### config.mk
export PLATFORM = sky130hd
export DESIGN_NAME = tick_gen
export DESIGN_NICKNAME = d
export VERILOG_FILES = /design/src/rtl/tick_gen_pkg.sv /design/src/rtl/tick_gen_ch.sv /design/src/rtl/tick_gen.sv
export SDC_FILE = /design/constraint.sdc
export NUM_CORES = 1
export LEC_CHECK = 0
export BUFFER_PORTS_ARGS = -buffer_cell sky130_fd_sc_hd__buf_2
export CAP_MARGIN = 20
export CORE_MARGIN = 1
export CORE_UTILIZATION = 57
export CTS_CLUSTER_DIAMETER = 80
export DETAILED_ROUTE_END_ITERATION = 7
export GPL_TIMING_DRIVEN = 0
export PLACE_DENSITY = 0.89
export SLEW_MARGIN = 20
export SYNTH_ARGS = -nofsm -noshare
export SYNTH_HDL_FRONTEND = slang
export SYNTH_HIERARCHICAL = 1
export SYNTH_SLANG_ARGS = --single-unit
### constraint.sdc
create_clock -name clk_in -period 2.4 [get_ports clk_in]
set_input_delay 0.36 -clock clk_in [delete_from_list [all_inputs] [get_ports clk_in]]
set_output_delay 0.36 -clock clk_in [all_outputs]
set_load 0.01 [all_outputs]
### src/rtl/tick_gen_pkg.sv
// tick_gen_pkg: shared constants and elaboration-time helpers for tick_gen.
//   ACC_W_DEF    default accumulator / increment width
//   DEF_INC_1KHZ reset increment giving 1 kHz from 50 MHz at ACC_W_DEF bits
//   freq_to_inc  round(2^acc_w * fout / fin), for constant increments in parents
package tick_gen_pkg;

  localparam int unsigned     ACC_W_DEF    = 32;
  localparam longint unsigned DEF_INC_1KHZ = 64'd85899;

  // Rounded phase increment; 128-bit intermediate so acc_w up to 48 cannot overflow.
  function automatic longint unsigned freq_to_inc(
    input longint unsigned freq_in_hz,
    input longint unsigned freq_out_hz,
    input int unsigned     acc_w
  );
    logic [127:0] num;
    num = (128'(freq_out_hz) << acc_w) + 128'(freq_in_hz >> 1);
    return 64'(num / 128'(freq_in_hz));
  endfunction

endpackage

### src/rtl/tick_gen_ch.sv
// tick_gen_ch: one phase-accumulator channel of tick_gen.
//   clk_in  clock
//   rst     synchronous active-high reset (inc <= DEF_INC, everything else 0)
//   en      run enable; while low acc holds and tick is 0
//   clr     phase align: acc, tick (and sq) cleared, wins over en
//   ld      load ld_val into inc; acc is untouched, new inc used from next edge
//   ld_val  new increment
//   tick    registered carry-out of acc + inc
//   sq      square wave from acc MSB (only built with TICK_GEN_SQUARE_EN)
// Optional feature macro: TICK_GEN_SQUARE_EN.
module tick_gen_ch
  import tick_gen_pkg::*;
#(
  parameter int unsigned     ACC_W   = ACC_W_DEF,
  parameter longint unsigned DEF_INC = DEF_INC_1KHZ
) (
  input  logic             clk_in,
  input  logic             rst,
  input  logic             en,
  input  logic             clr,
  input  logic             ld,
  input  logic [ACC_W-1:0] ld_val,
  output logic             tick,
  output logic             sq
);

  logic [ACC_W-1:0] inc;
  logic [ACC_W-1:0] acc;
  logic [ACC_W:0]   sum_c;

  // One extra bit: the carry out is the tick.
  assign sum_c = {1'b0, acc} + {1'b0, inc};

  // Increment, accumulator and tick registers.
  always_ff @(posedge clk_in) begin
    if (rst) begin
      inc  <= ACC_W'(DEF_INC);
      acc  <= '0;
      tick <= 1'b0;
    end else begin
      if (ld) begin
        inc <= ld_val;
      end
      if (clr) begin
        acc  <= '0;
        tick <= 1'b0;
      end else if (en) begin
        acc  <= sum_c[ACC_W-1:0];
        tick <= sum_c[ACC_W];
      end else begin
        tick <= 1'b0;
      end
    end
  end

`ifdef TICK_GEN_SQUARE_EN
  // Square wave follows the current phase MSB; frozen with the accumulator.
  always_ff @(posedge clk_in) begin
    if (rst || clr) begin
      sq <= 1'b0;
    end else if (en) begin
      sq <= acc[ACC_W-1];
    end
  end
`else
  assign sq = 1'b0;
`endif

endmodule

### src/rtl/tick_gen.sv
// tick_gen: multi-channel fractional tick generator (one-cycle enable strobes).
//   clk_in   sole clock
//   rst      synchronous active-high reset
//   en       per-channel run enable [N_CH]
//   sync     clear all accumulators (phase align)
//   wr_en    increment write strobe
//   wr_ch    target channel for the write
//   wr_data  new increment [ACC_W]
//   wr_err   one-cycle pulse when a write targets a channel >= N_CH
//   tick     one-cycle strobe per channel [N_CH]
//   sq_out   ~50% square wave per channel, 0 unless TICK_GEN_SQUARE_EN is defined
// Optional feature macro: TICK_GEN_SQUARE_EN.
module tick_gen
  import tick_gen_pkg::*;
#(
  parameter int unsigned     FREQ_IN = 50,
  parameter int unsigned     N_CH    = 4,
  parameter int unsigned     ACC_W   = ACC_W_DEF,
  parameter longint unsigned DEF_INC = DEF_INC_1KHZ,
  localparam int unsigned    CH_W    = (N_CH > 1) ? $clog2(N_CH) : 1
) (
  input  logic             clk_in,
  input  logic             rst,
  input  logic [N_CH-1:0]  en,
  input  logic             sync,
  input  logic             wr_en,
  input  logic [CH_W-1:0]  wr_ch,
  input  logic [ACC_W-1:0] wr_data,
  output logic             wr_err,
  output logic [N_CH-1:0]  tick,
  output logic [N_CH-1:0]  sq_out
);

  // Reject unsupported configurations at elaboration.
  if (N_CH < 1 || N_CH > 16 || ACC_W < 8 || ACC_W > 48 || FREQ_IN == 0) begin : g_bad_param
    $error("tick_gen: unsupported parameter set");
  end

  logic wr_ok_c;

  // wr_ch can encode values beyond N_CH when N_CH is not a power of two.
  assign wr_ok_c = wr_en && (32'(wr_ch) < N_CH);

  // Out-of-range write flag, registered like tick.
  always_ff @(posedge clk_in) begin
    if (rst) begin
      wr_err <= 1'b0;
    end else begin
      wr_err <= wr_en && !wr_ok_c;
    end
  end

  // Channel array; sync is the only cross-channel coupling.
  for (genvar i = 0; i < N_CH; i++) begin : g_ch
    logic ld_c;
    assign ld_c = wr_ok_c && (wr_ch == CH_W'(i));

    tick_gen_ch #(
      .ACC_W   (ACC_W),
      .DEF_INC (DEF_INC)
    ) u_ch (
      .clk_in (clk_in),
      .rst    (rst),
      .en     (en[i]),
      .clr    (sync),
      .ld     (ld_c),
      .ld_val (wr_data),
      .tick   (tick[i]),
      .sq     (sq_out[i])
    );
  end

endmodule

## Yosys cells after proc, flatten, opt, wreduce, memory -nomap -nowiden

Index checks and enable logic that the tools add are counted.
W data, S select, Z words.

| storage, ports and cells | value |
|---|---|
| logic and storage cells | 33 |
| output and inout bits | 9 |
| flip-flop bits (word level) | 260 |

| operators by class | value |
|---|---|
| bitwise gates (word level) | 4 |
| eq/ne operators | 3 |
| add/subtract/negate cells | 4 |
| reductions and logical operators | 10 |

Operator list:

| kind | count |
|---|---|
| $add A32 B32 Y33 | 4 |
| $reduce_or A3 Y1 | 4 |
| $eq A2 B2 Y1 const B | 2 |
| $logic_and A1 B1 Y1 | 4 |
| $not A1 Y1 | 4 |
| $eq A2 B1 Y1 const B | 1 |
| $logic_not A2 Y1 | 1 |
| $reduce_or A2 Y1 | 1 |

## Longest topological paths before layout

| depth | value |
|---|---|
| depth after elaboration | 2 |
| depth in mapped cells | 10 |

## Cells and area by module

Netlist, hierarchy kept.

By module, submodules not included:

| module | area each (um2) | cells each | seq. area each (um2) | times used |
|---|---|---|---|---|
| tick_gen_ch at g_ch[0].u_ch ... | 4088.9 | 474 | 1301.2 | 2 |
| tick_gen_ch at g_ch[2].u_ch | 4126.5 | 497 | 1301.2 | 1 |
| tick_gen_ch at g_ch[3].u_ch | 4072.7 | 470 | 1301.2 | 1 |
| tick_gen | 48.8 | 6 | 0.0 | 1 |

## Worst setup path after synthesis

OpenSTA, ideal clock, no wires.

| timing path | value |
|---|---|
| path type | register to register |
| from | register g_ch[3].u_ch.inc[0] |
| to | register g_ch[3].u_ch.acc[26] |
| period minus slack after synthesis | 2.566 ns |
| data arrival time | 2.443 ns |
| setup time | 0.123 ns |
| buffers on the path | 0 |
| path slack | -0.166 ns |
| cell stages (with the launch flop) | 11 |
| data required time | 2.277 ns |
| cells stage by stage | dfxtp_1 -> ha_1 -> fa_1 -> a211oi_1 -> o21ai_1 -> a221oi_2 -> o21ai_2 -> a31oi_4 -> a21o_2 -> and3b_2 -> o32ai_2 |

| on the way | value |
|---|---|
| word-level cells in the longest chain between the ends | 1 |

RTL lines:

| element | line | text |
|---|---|---|
| from (decl) | tick_gen_ch.sv:27 | `logic [ACC_W-1:0] inc;` |
| from (signal assigned) | tick_gen_ch.sv:37 | `inc <= ACC_W'(DEF_INC);` |
| from (signal assigned) | tick_gen_ch.sv:42 | `inc <= ld_val;` |
| $add A32 B32 Y33 | tick_gen_ch.sv:32 | `assign sum_c = {1'b0, acc} + {1'b0, inc};` |
| to (signal assigned) | tick_gen_ch.sv:48 | `acc <= sum_c[ACC_W-1:0];` |
| to (decl) | tick_gen_ch.sv:28 | `logic [ACC_W-1:0] acc;` |

No other way between the ends.
A chain may end at the register's enable or synchronous reset.

## Final worst setup path

| timing path | value |
|---|---|
| from | register g_ch[3].u_ch.acc[7] |
| to | register g_ch[3].u_ch.acc[26] |

| on the way | value |
|---|---|
| word-level cells in the longest chain between the ends | 1 |

RTL lines:

| element | line |
|---|---|
| $add A32 B32 Y33 | tick_gen_ch.sv:32 |

No other way between the ends.

==> out/metrics.yaml <==
die:
  io_pins: 51
  die-area_mm2: 0.0295
  rows: 61
  dieHeight_um: 172
  initial_core_util: 0.585
  die-width_um: 172
  core_area_mm2: 0.0281
yosys:
  async_flop_share: 0
  synth-edff-count: 0
  syn-cell-area_mm2: 0.0164
  synth.largest_area_cell: "dfxtp_1"
  synth.distinct_cells: 96
  synth_nets: 2095
  ys_seq_area_frac: 0.317
  netlist_instances: 1921
  synth_flop_cell: "dfxtp_1"
  synth_area_leaders: "dfxtp_1 32%, ha_1 9.8%, mux2i_1 8.4%, nor2_1 5.3%, a21oi_1 4.1%"
  synth_top_cell_area_share: 0.317
  synth_area_per_cell_um2: 8.55
  synth.yosys.warnings: 6
  synth-seq-cells: 260
detailed_routing:
  wl_met2_um: 22700
  drt-initial-drc-count: 1547
  vias_per_cell: 6.40
  vias: 15600
  drtPass1Iterations: 8
  dr_wl_met3_um: 4920
  wl_per_cell_um: 20.7
  drt_wl_total_um: 50300
  met1_length_um: 20100
  drc: 0
  maxUsedRoutingLayer: "met4"
  antenna_left: 0
global_routing:
  grtUsageTotal: 0.319
  antenna_found_initial: 2
  gr-total-overflow: 0
  grt_pass1_vias: 14400
  grt_pass1_wl_um: 74300
  grt_max_degree: 15
layout:
  area_growth_pct: 15.6
  fill_cells: 2169
  final_nets: 2205
  drive_gt1_frac: 0.170
  final_common_cell: "dfxtp_1"
  final_cells: 2432
  layout_common_cells: "251 x dfxtp_1, 231 x nor2_1, 152 x nand2_1, 138 x mux2i_1, 117 x a21oi_1"
placed_design:
  hpwl_um: 33300
  gp_congestion: 0.958
  place.port_buffers: 42
  pre_cts_ws_ns: -0.406
  dpl.cell_count: 2341
sta:
  fmax_mhz: 356
  clock_skew_ns: 0.0214
  slew_violations: 0
  maxSlewHeadroom: 0.419
  finalSetupViolations: 19
  worstMarginPinSlew_ns: 0.871
  period_minus_slack_ns: 2.81
  setup_ws_ns: -0.411
  rsz0062_at_grt: "yes"
  finalCritPeriodShare: 1.17
  hold_viol: 0
  tns_ns: -3.86
worst_hold_path:
  worstHoldPathCells: 2
  min_from: "wr_data[1]"
  hp-class: "in2reg"
  holdPathEnd: "g_ch[3].u_ch/inc[1]"
critical_path:
  r2r_slack_ns: -0.41
  reg2reg_depth: 10
  path_class: "reg2reg"
  r2r_end: "g_ch[3].u_ch/acc[26]"
  cp_data_required_time_ns: 2.86
  cp-start-kind: "flip-flop"
  end_kind: "flip-flop"
  cp.arrival_ns: 3.27
  r2r-start: "g_ch[3].u_ch/acc[7]"
  cp_max_fo: 6
power_and_ir_drop:
  p_leak_nw: 7.80
  p_per_area_mw_per_mm2: 574
  vdd_ir_drop_max_v: 0.000565
  power_w: 0.0109
clock_network:
  clk_latency_ns: 0.57
  numCtsBuffers: 29
  cts_sinks: 260
  root_buffer: "clkbuf_16"
  cts_max_path_buffers: 3
  path_clk_slew_ns: 0.06
  cts_tree: "done"
  htreeDepth: 1
run_status:
  run_status: "complete, but fails checks"
  violations: "negative setup slack"
run:
  max_cap_viol_count: 0
[report_power, final]
part / internal [W] / switching, W
registers: 0.00447 / 0.000121
clock network: 0.00251 / 0.00192
logic: 0.000742 / 0.00114
total: 0.00772 / 0.00318
[flip-flops by register name, summed over array words and instances (netlist names)]
name / count
g_ch.u_ch/acc: 128
g_ch.u_ch/tick: 4
g_ch.u_ch/inc: 128
[how the worst max path moves through the flow]
stage | from | to | slack (ns) | depth (start not counted)
floorplan | g_ch[3].u_ch/inc[0] | g_ch[3].u_ch/acc[26] | 0.005 | 10
global placement | g_ch[3].u_ch/inc[0] | g_ch[3].u_ch/acc[28] | -0.32 | 10
detailed placement | g_ch[3].u_ch/inc[0] | g_ch[3].u_ch/acc[28] | -0.41 | 10
CTS | g_ch[3].u_ch/acc[0] | g_ch[3].u_ch/acc[26] | -0.1 | 11
global route | g_ch[3].u_ch/acc[7] | g_ch[3].u_ch/acc[26] | -0.42 | 10
finish | g_ch[3].u_ch/acc[7] | g_ch[3].u_ch/acc[26] | -0.41 | 10
[synthesized netlist by cell type (all sizes together) (4+ instances only)]
master / instances
or2: 15
o211ai: 20
nor3: 35
o2111ai: 5
nand4: 39
nand2b: 6
conb: 5
clkbuf: 58
a211oi: 31
o21bai: 18
xor2: 41
o21a: 14
a21oi: 140
nand3b: 6
a221oi: 5
nand4b: 5
a21boi: 5
mux2i: 138
and2: 10
dfxtp: 260
o31ai: 4
a31oi: 18
inv: 32
a211o: 46
nor2b: 47
nand2: 158
nor2: 234
ha: 128
or3: 6
o22ai: 16
a21o: 46
nand3: 32
and3: 15
buf: 45
o41ai: 6
o21ai: 121
a31o: 9
or2b: 5
fa: 4
nor4: 5
xnor2: 50
[timing repair]
action,CTS,global route
gates resized for setup,33,101
setup buffers,19,19
endpoints found under the setup margin,38,64
hold buffers,0,0
pin swaps,30,61
[layer usage]
layer	vias to the layer above	track usage
met1	7338	0.410
met4	0	0.129
met2	853	0.531
met5	-	0
met3	220	0.0529
li1	7154	-
[cell families (layout without fill, tap and decap cells)]
family / count (synthesis) / count (layout) / share of synthesized area
adders and majority gates: 132 / 132 / 0.102
muxes: 140 / 140 / 0.0855
buffers and inverters: 138 / 270 / 0.0420
other: 5 / 6 / 0.00114
DFF: 260 / 260 / 0.317
xor gates and xnor gates: 91 / 91 / 0.0485
AOI/OAI and AO/OA: 528 / 528 / 0.221
and+or+nand+nor: 627 / 627 / 0.183
[stage by stage]
stage	util	instance area, um2	hold slack (ns)
3_3_place_gp	0.609	17100	0.436
5_1_grt	0.676	19000	0.111
2_1_floorplan	-	16400	0.429
3_5_place_dp	0.609	17100	0.444
4_1_cts	0.654	18400	0.119
6_report	0.676	19000	0.126
[worst max-delay path: stages, from the launching register on]
cell and delay (ns):
dfxtp_1 0.40, ha_2 0.38, a2111oi_4 0.49, o21ai_2 0.13, a221oi_2 0.28, buf_4 0.20, o21ai_4 0.08, a31oi_4 0.25
a21o_2 0.18, and3b_2 0.21, o32ai_2 0.09
[area by class of cell]
type / instances / area [um2] / share of cell area
Multi-Input combinational cell: 1523 / 11100 / 0.587
Sequential cell: 260 / 5220 / 0.275
Clock buffer: 36 / 812 / 0.0428
Buffer: 105 / 568 / 0.0299
Timing Repair Buffer: 79 / 507 / 0.0267
Tap cell: 378 / 473 / 0.0249
Clock inverter: 17 / 134 / 0.00705
Inverter: 33 / 124 / 0.00652
Antenna cell: 1 / 2.50 / 0.000132
(Power assumes the default switching activity.)
